===== config.mk =====
export PLATFORM = sky130hd
export DESIGN_NAME = ddr_read_control
export DESIGN_NICKNAME = d
export VERILOG_FILES = /design/src/rtl/ddr_read_control.sv
export SDC_FILE = /design/constraint.sdc
export NUM_CORES = 1
export LEC_CHECK = 0
export ABC_AREA = 1
export CAP_MARGIN = 25
export CORE_AREA = 2 2 147 149
export DETAILED_ROUTE_END_ITERATION = 8
export DIE_AREA = 0 0 149 151
export PLACE_DENSITY = 0.79
export SLEW_MARGIN = 25
export SYNTH_ARGS = -nofsm -noshare
export SYNTH_HDL_FRONTEND = slang
export SYNTH_SLANG_ARGS = --single-unit

===== constraint.sdc =====
create_clock -name i_sclk -period 1.8 [get_ports i_sclk]
set_input_delay 0.18 -clock i_sclk [delete_from_list [all_inputs] [get_ports i_sclk]]
set_output_delay 0.18 -clock i_sclk [all_outputs]
set_load 0.01 [all_outputs]

===== src/rtl/ddr_read_control.sv =====
// ddr_read_control: fetches one image row per request from DDR through a
// request/ack arbiter port and writes the returned beats into a ping-pong
// load RAM. Frame parameters are captured on the frame-sync rising edge.
module ddr_read_control #(
    parameter int DW     = 128,
    parameter int RAM_AW = 8
) (
    input  logic              i_sclk,
    input  logic              i_rst_n,
    input  logic              i_soft_rst,
    input  logic [3:0]        i_sub_space_num,
    input  logic [11:0]       i_read_numb,
    input  logic [10:0]       i_row_total,
    input  logic [1:0]        i_wr_frame_numb,
    input  logic [15:0]       i_ddr_vpi_prio_ini,
    input  logic              i_syn_v,
    input  logic              i_ddr_req,
    output logic [RAM_AW-1:0] o_load_ram_addr,
    output logic              o_load_ram_wr,
    output logic              o_load_ram_bank,
    output logic [DW-1:0]     o_load_ram_data,
    output logic              o_ddr_vpi_req,
    input  logic              i_ddr_vpi_ack,
    output logic [26:0]       o_ddr_vpi_start_addr,
    output logic [11:0]       o_ddr_vpi_data_length,
    output logic [15:0]       o_ddr_vpi_priority,
    input  logic              i_ddr_vpi_rdata_vld,
    input  logic [DW-1:0]     i_ddr_vpi_rdata,
    input  logic              i_ddr_vpi_end,
    output logic [1:0]        o_rd_frame_numb,
    output logic              o_row_done,
    output logic              o_ddr_req_lose
);

    typedef enum logic [1:0] {
        IDLE     = 2'd0,
        WAIT_ACK = 2'd1,
        RECV     = 2'd2
    } state_t;

    state_t            state;
    state_t            next_state;
    logic              rst;
    logic [2:0]        vs_sync;
    logic [2:0]        req_sync;
    logic              pos_vs;
    logic              pos_req;
    logic [3:0]        sub_space;
    logic [1:0]        rd_frame;
    logic [10:0]       row_total;
    logic [15:0]       prio_ts;
    logic [11:0]       len;
    logic [11:0]       read_len;
    logic              pending;
    logic [10:0]       row_cnt;
    logic              row_ok;
    logic [RAM_AW:0]   wcnt;
    logic              beat_ok;
    logic              burst_end;

    assign rst       = ~i_rst_n | i_soft_rst;
    assign pos_vs    = vs_sync[1] & ~vs_sync[2];
    assign pos_req   = req_sync[1] & ~req_sync[2];
    assign read_len  = ((i_read_numb == 12'd0) || (i_read_numb > 12'd256)) ? 12'd256 : i_read_numb;
    assign row_ok    = row_cnt < row_total;
    assign beat_ok   = 32'(wcnt) < 32'(len);
    assign burst_end = (state == RECV) && i_ddr_vpi_end;

    assign o_ddr_vpi_data_length = len;
    assign o_rd_frame_numb       = rd_frame;

    // Three-flop synchronisers for the asynchronous frame-sync and request levels
    always_ff @(posedge i_sclk) begin
        if (rst) begin
            vs_sync  <= 3'd0;
            req_sync <= 3'd0;
        end else begin
            vs_sync  <= {vs_sync[1:0], i_syn_v};
            req_sync <= {req_sync[1:0], i_ddr_req};
        end
    end

    // Capture the per-frame configuration on each frame-sync edge
    always_ff @(posedge i_sclk) begin
        if (rst) begin
            sub_space <= 4'd0;
            rd_frame  <= 2'd0;
            row_total <= 11'd0;
            prio_ts   <= 16'hFFFF;
            len       <= 12'd256;
        end else if (pos_vs) begin
            sub_space <= i_sub_space_num;
            rd_frame  <= i_wr_frame_numb;
            row_total <= i_row_total;
            prio_ts   <= i_ddr_vpi_prio_ini;
            len       <= read_len;
        end
    end

    // Pending-request flag and lost-request pulse; a new request beats a same-cycle ack
    always_ff @(posedge i_sclk) begin
        if (rst) begin
            pending        <= 1'b0;
            o_ddr_req_lose <= 1'b0;
        end else begin
            o_ddr_req_lose <= pending & pos_req & row_ok & ~i_ddr_vpi_ack;
            if (pos_req && row_ok) begin
                pending <= 1'b1;
            end else if (i_ddr_vpi_ack) begin
                pending <= 1'b0;
            end
        end
    end

    // State register with the registered arbiter request and aging priority
    always_ff @(posedge i_sclk) begin
        if (rst) begin
            state              <= IDLE;
            o_ddr_vpi_req      <= 1'b0;
            o_ddr_vpi_priority <= 16'hFFFF;
        end else begin
            state         <= next_state;
            o_ddr_vpi_req <= (next_state == WAIT_ACK);
            if (state == WAIT_ACK) begin
                o_ddr_vpi_priority <= (o_ddr_vpi_priority == 16'd0) ? 16'd0 : o_ddr_vpi_priority - 16'd1;
            end else begin
                o_ddr_vpi_priority <= prio_ts;
            end
        end
    end

    // Next-state logic: request, wait for grant, receive until burst end
    always_comb begin
        next_state = IDLE;
        case (state)
            IDLE:     next_state = pending ? WAIT_ACK : IDLE;
            WAIT_ACK: next_state = i_ddr_vpi_ack ? RECV : WAIT_ACK;
            RECV: begin
                if (i_ddr_vpi_end) begin
                    next_state = pending ? WAIT_ACK : IDLE;
                end else begin
                    next_state = RECV;
                end
            end
            default:  next_state = IDLE;
        endcase
    end

    // DDR start address for the current row, refreshed every cycle
    always_ff @(posedge i_sclk) begin
        if (rst) begin
            o_ddr_vpi_start_addr <= 27'd0;
        end else begin
            o_ddr_vpi_start_addr <= {sub_space, rd_frame, row_cnt, 10'd0};
        end
    end

    // Load-RAM write port; beats past the row length are discarded
    always_ff @(posedge i_sclk) begin
        if (rst) begin
            wcnt            <= '0;
            o_load_ram_wr   <= 1'b0;
            o_load_ram_addr <= '0;
            o_load_ram_data <= '0;
        end else begin
            o_load_ram_wr   <= (state == RECV) && i_ddr_vpi_rdata_vld && beat_ok;
            o_load_ram_addr <= wcnt[RAM_AW-1:0];
            o_load_ram_data <= i_ddr_vpi_rdata;
            if (state != RECV) begin
                wcnt <= '0;
            end else if (i_ddr_vpi_rdata_vld && beat_ok) begin
                wcnt <= wcnt + 1'b1;
            end
        end
    end

    // Row bookkeeping: advance row and swap bank per burst, restart on frame sync
    always_ff @(posedge i_sclk) begin
        if (rst) begin
            row_cnt         <= 11'd0;
            o_load_ram_bank <= 1'b0;
            o_row_done      <= 1'b0;
        end else begin
            o_row_done <= burst_end;
            if (pos_vs) begin
                row_cnt         <= 11'd0;
                o_load_ram_bank <= 1'b0;
            end else if (burst_end) begin
                row_cnt         <= row_cnt + 11'd1;
                o_load_ram_bank <= ~o_load_ram_bank;
            end
        end
    end

endmodule

* After elaboration in Yosys (flattened, before gate mapping)
Cells that the tools add are included.
W data, S select, Z words.
** Operators by class
- $add $sub $neg :: 3
- Magnitude comparators :: 3
- Equal/unequal tests :: 4
- Multiplexer cells :: 9
- Bitwise operators :: 11
- Reductions and logical operators :: 12
** Operators with widths (count)
- $mux W16 :: 2
- $logic_not A16 Y1 :: 1
- $sub A16 B1 Y16 const B :: 1
- $gt A12 B9 Y1 const B :: 1
- $logic_not A12 Y1 :: 1
- $lt A9 B12 Y1 :: 1
- $mux W12 :: 1
- $add A11 B1 Y11 const B :: 1
- $lt A11 B11 Y1 :: 1
- $add A9 B1 Y9 const B :: 1
- $pmux W2 S3 :: 1
- $and A1 B1 Y1 :: 5
- $logic_and A1 B1 Y1 :: 5
- $not A1 Y1 :: 5
- $eq A2 B1 Y1 const B :: 2
- $mux W2 :: 2
- $reduce_or A2 Y1 :: 2
- $mux W1 :: 3
- $eq A2 B2 Y1 const B :: 1
- $logic_not A2 Y1 :: 1
- $ne A2 B2 Y1 const B :: 1
- $reduce_bool A2 Y1 :: 1
- $logic_or A1 B1 Y1 :: 1
- $or A1 B1 Y1 :: 1
** Word-level totals
- Register bits :: 258
- Output and inout bits :: 198
- Logic and storage cells :: 63

* Logic depth before layout (Yosys ltp)
- Depth after elaboration :: 5
- Gate-level depth with buffers :: 10
- Mapped depth without buffers :: 10

* Least setup slack after synthesis
No wires, ideal clock.
- Path type :: register to register
- From :: register len[7] (netlist: o_ddr_vpi_data_length[7])
- To :: register wcnt[0]
- Setup time :: 0.119 ns
- Data arrival time :: 1.532 ns
- Required time :: 1.681 ns
- Slack :: 0.150 ns
- Stages on the path, launching flop included :: 11
- Period minus slack after synthesis :: 1.650 ns
- Cell sequence :: dfxtp_1 -> inv_1 -> ha_1 -> nand2_1 -> inv_1 -> nand2_1 -> nand2_1 -> a21oi_2 -> nand2_2 -> nand2_1 -> a21oi_1
** Between the ends
- Longest elaborated chain between the ends :: 2
** Ends and longest elaborated chain
- start, declared :: line 52 : logic [11:0] len;
- start signal, assigned :: line 96 : len <= read_len;
- $lt A9 B12 Y1 :: line 66 : assign beat_ok = 32'(wcnt) < 32'(len);
- $logic_and A1 B1 Y1 :: line 171 : end else if (i_ddr_vpi_rdata_vld && beat_ok) begin
- end signal, assigned :: line 172 : wcnt <= wcnt + 1'b1;
- end, declared :: line 57 : logic [RAM_AW:0] wcnt;
Every way passes these cells.
A chain may end at the register's enable or synchronous reset.

* Worst setup path after layout
- From :: register o_ddr_vpi_priority[8]
- To :: output port o_ddr_vpi_priority[8]
** RTL lines
- start, declared :: line 26 : output logic [15:0] o_ddr_vpi_priority,
- start signal, assigned :: line 125 : o_ddr_vpi_priority <= (o_ddr_vpi_priority == 16'd0) ? 16'd0 : o_ddr_vpi_priority - 16'd1;
- start signal, assigned :: line 127 : o_ddr_vpi_priority <= prio_ts;
No word-level cell between the ends.

==> metrics.txt <==
status finished, final reports clean; final hold viol count 0; leakage ~5.9 nW; Post-synth ARST share 0; Final Power 12.2 mW; GR Util met3 0.0708; Hold WS 179 ps; synth cell count leaders dfxtp_1, inv_1, nor2_1; grt peak-use layer met2; Worst path depth 1; vias in the first global route 7619; Synth Register Bits 248; core area 20800 um^2; Gate Count Post-Synth 1043; antenna-violating nets left 0; post-layout net count 1628; Worst-Skew Late Latency 520 ps; cells along the critical path clkdlybuf4s50_1; Mapped Avg Cell Area between 8 and 9 um^2; fin crit period 1720 ps; gr ovfl total 0; largest net degree at the start of global routing 55; CTS tree yes; post-synthesis sequential area ratio 0.575; CP startpoint kind register; crit path kind reg -> out; met2 GRT Util 0.389; Final period util 0.954; Max Fclk 582 MHz; pwr dens 896 nW/um^2; Area contributors post-synth dfxtp_1, inv_1, nor2_1, nand2_1, ha_1; WP data arrival between 1500 and 2000 ps; Clock Sinks 248; dominant synthesized flop cell dfxtp_1; final slew viol count 0; row count 53; final wirelength between 20000 and 25000 um; worst path buffer plus inverter count 1; RSZ-0062 raised after global routing yes; clock buffer depth 3; Clock transition at path regs 60 ps; Setup-failing EPs final 0; router iterations before antenna repair 5; die height 151 um; flop-to-flop setup slack roughly 90 ps; Hold Startpoint i_ddr_vpi_rdata[33]; met1 GRT Util 0.221; CP max-delay cell clkdlybuf4s50_1; placer congestion estimate 0.882; peak supply drop between 0.7 and 0.8 mV; hpwl dp 18800 um; maxcap violations 0; Worst R2R End wcnt[5]; top-area cell type share of the netlist area 0.575; clock skew 6.44 ps; cts bufs inserted 26; reg2reg path depth 10; 1st-iter DRT viols 269; origin of the worst setup path o_ddr_vpi_priority[8]; first-pass GRT wire length 38000 um; dpl cell area 12700 um^2; post-route cell area roughly 14000 um^2; die width 149 um; CP Capture Point o_ddr_vpi_priority[8]; CP Data Required Time about 1600 ps; die area 22500 um^2; reg2reg start o_ddr_vpi_data_length[7]; most numerous cell in the Yosys netlist dfxtp_1; GRT Util Overall 0.213; CTS Root Cell clkbuf_16; YS warnings 0; IO Pins 379; DRC viols 0; CP Max Fanout 5; Setup TNS Final 0 ps; largest area contributor in the netlist dfxtp_1; Synth Cell Area 8630 um^2; final core occ 0.654; Unique masters post-synth 31; layout cells sized above 1 0.0588; port bufs 368; CP Capture Type output port; initial antenna violation count 4; Worst path max stage delay 580 ps; H-tree depth 1; hold_buf cts 0; Hold WC Path Type in -> reg; Initial Utilization 0.414; Avg WL per Cell 14.5 um; vias after detailed routing 7710; Layout area overhead 58.0%; family with the most delay on the worst path buffers and inverters; vias per cell 4.47; EDFF count, synth 0
==> per-stage QoR <==
stage | cells | setup WS, ps
after floorplan | 1052 | 150
after global placement | 1673 | 122
after detailed placement | 1673 | 97.6
after CTS | 1720 | 72.9
after global routing | 1724 | -24.9
final | 1724 | 82.5
==> metal layers <==
layer	wire length (um)	up-vias
li1	-	3892
met3	2410	59
met2	12700	323
met4	964	0
met5	0	-
met1	8850	3436
==> cell type report <==
cell class / instances / area, um^2
Clock inverter: 9 / 124
Multi-Input combinational cell: 542 / 2660
Timing Repair Buffer: 387 / 3900
Tap cell: 275 / 344
Inverter: 221 / 835
Fill cell: 1701 / 7190
Clock buffer: 38 / 787
Antenna cell: 4 / 10.0
Sequential cell: 248 / 4960
==> registers in the layout, indices dropped and copies added, names as in the netlist, 3 cells and up <==
register,cells
o_load_ram_data,128
vs_sync,3
o_ddr_vpi_priority,16
wcnt,9
o_ddr_vpi_start_addr,17
req_sync,3
sub_space,4
prio_ts,16
o_ddr_vpi_data_length,12
row_cnt,11
o_load_ram_addr,8
row_total,11
==> tightest hold or removal path, stage by stage <==
cell and delay (ps):
clkdlybuf4s50_1 390, inv_1 50, nor2_1 30
==> worst min path at each step <==
| stage | to | depth (start not counted) | slack (ps) |
|---|---|---|---|
| 2_1_floorplan | o_load_ram_data[0] | 2 | 290 |
| 3_3_place_gp | req_sync[1] | 2 | 420 |
| 3_5_place_dp | req_sync[1] | 2 | 410 |
| 4_1_cts | o_load_ram_data[31] | 3 | 150 |
| 5_1_grt | o_load_ram_data[52] | 3 | 160 |
| 6_report | o_load_ram_data[33] | 3 | 180 |
==> power breakdown <==
group	switching (mW)	internal, mW	total (mW)
combinational	0.380	0.614	0.993
sequential	0.0316	5.61	5.64
clock	2.13	3.45	5.58
==> logic make-up (layout without fill, tap and decap cells) <==
group | Yosys count | in the layout | share of synthesized area
AND/OR/NAND/NOR | 402 | 402 | 0.194
buffers and inverters | 262 | 655 | 0.121
flip-flops | 248 | 248 | 0.575
AO/OA/AOI/OAI | 93 | 93 | 0.0628
adder cells (fa/ha/maj) | 21 | 21 | 0.0305
XOR/XNOR | 16 | 16 | 0.0162
other | 1 | 14 | 0.000435
==> repair_timing <==
| action | CTS | global route |
|---|---|---|
| endpoints found under the setup margin | 0 | 9 |
| buffers inserted | 0 | 0 |
| gates resized for setup | 0 | 2 |
==> cells in the final DEF (no fill, tap or decap), types with 16 or more instances in the layout <==
cell             Yosys  routed
ha_1                21      21
xor2_1              16      16
clkdlybuf4s50_1      0     368
nor2_1             200     199
a21oi_1             42      42
inv_1              213     213
o22a_1              16      16
o21ai_0             24      24
nand2_1            121     121
clkbuf_16            0      27
dfxtp_1            248     248
nand3_1             45      45
(Power assumes the default switching activity.)
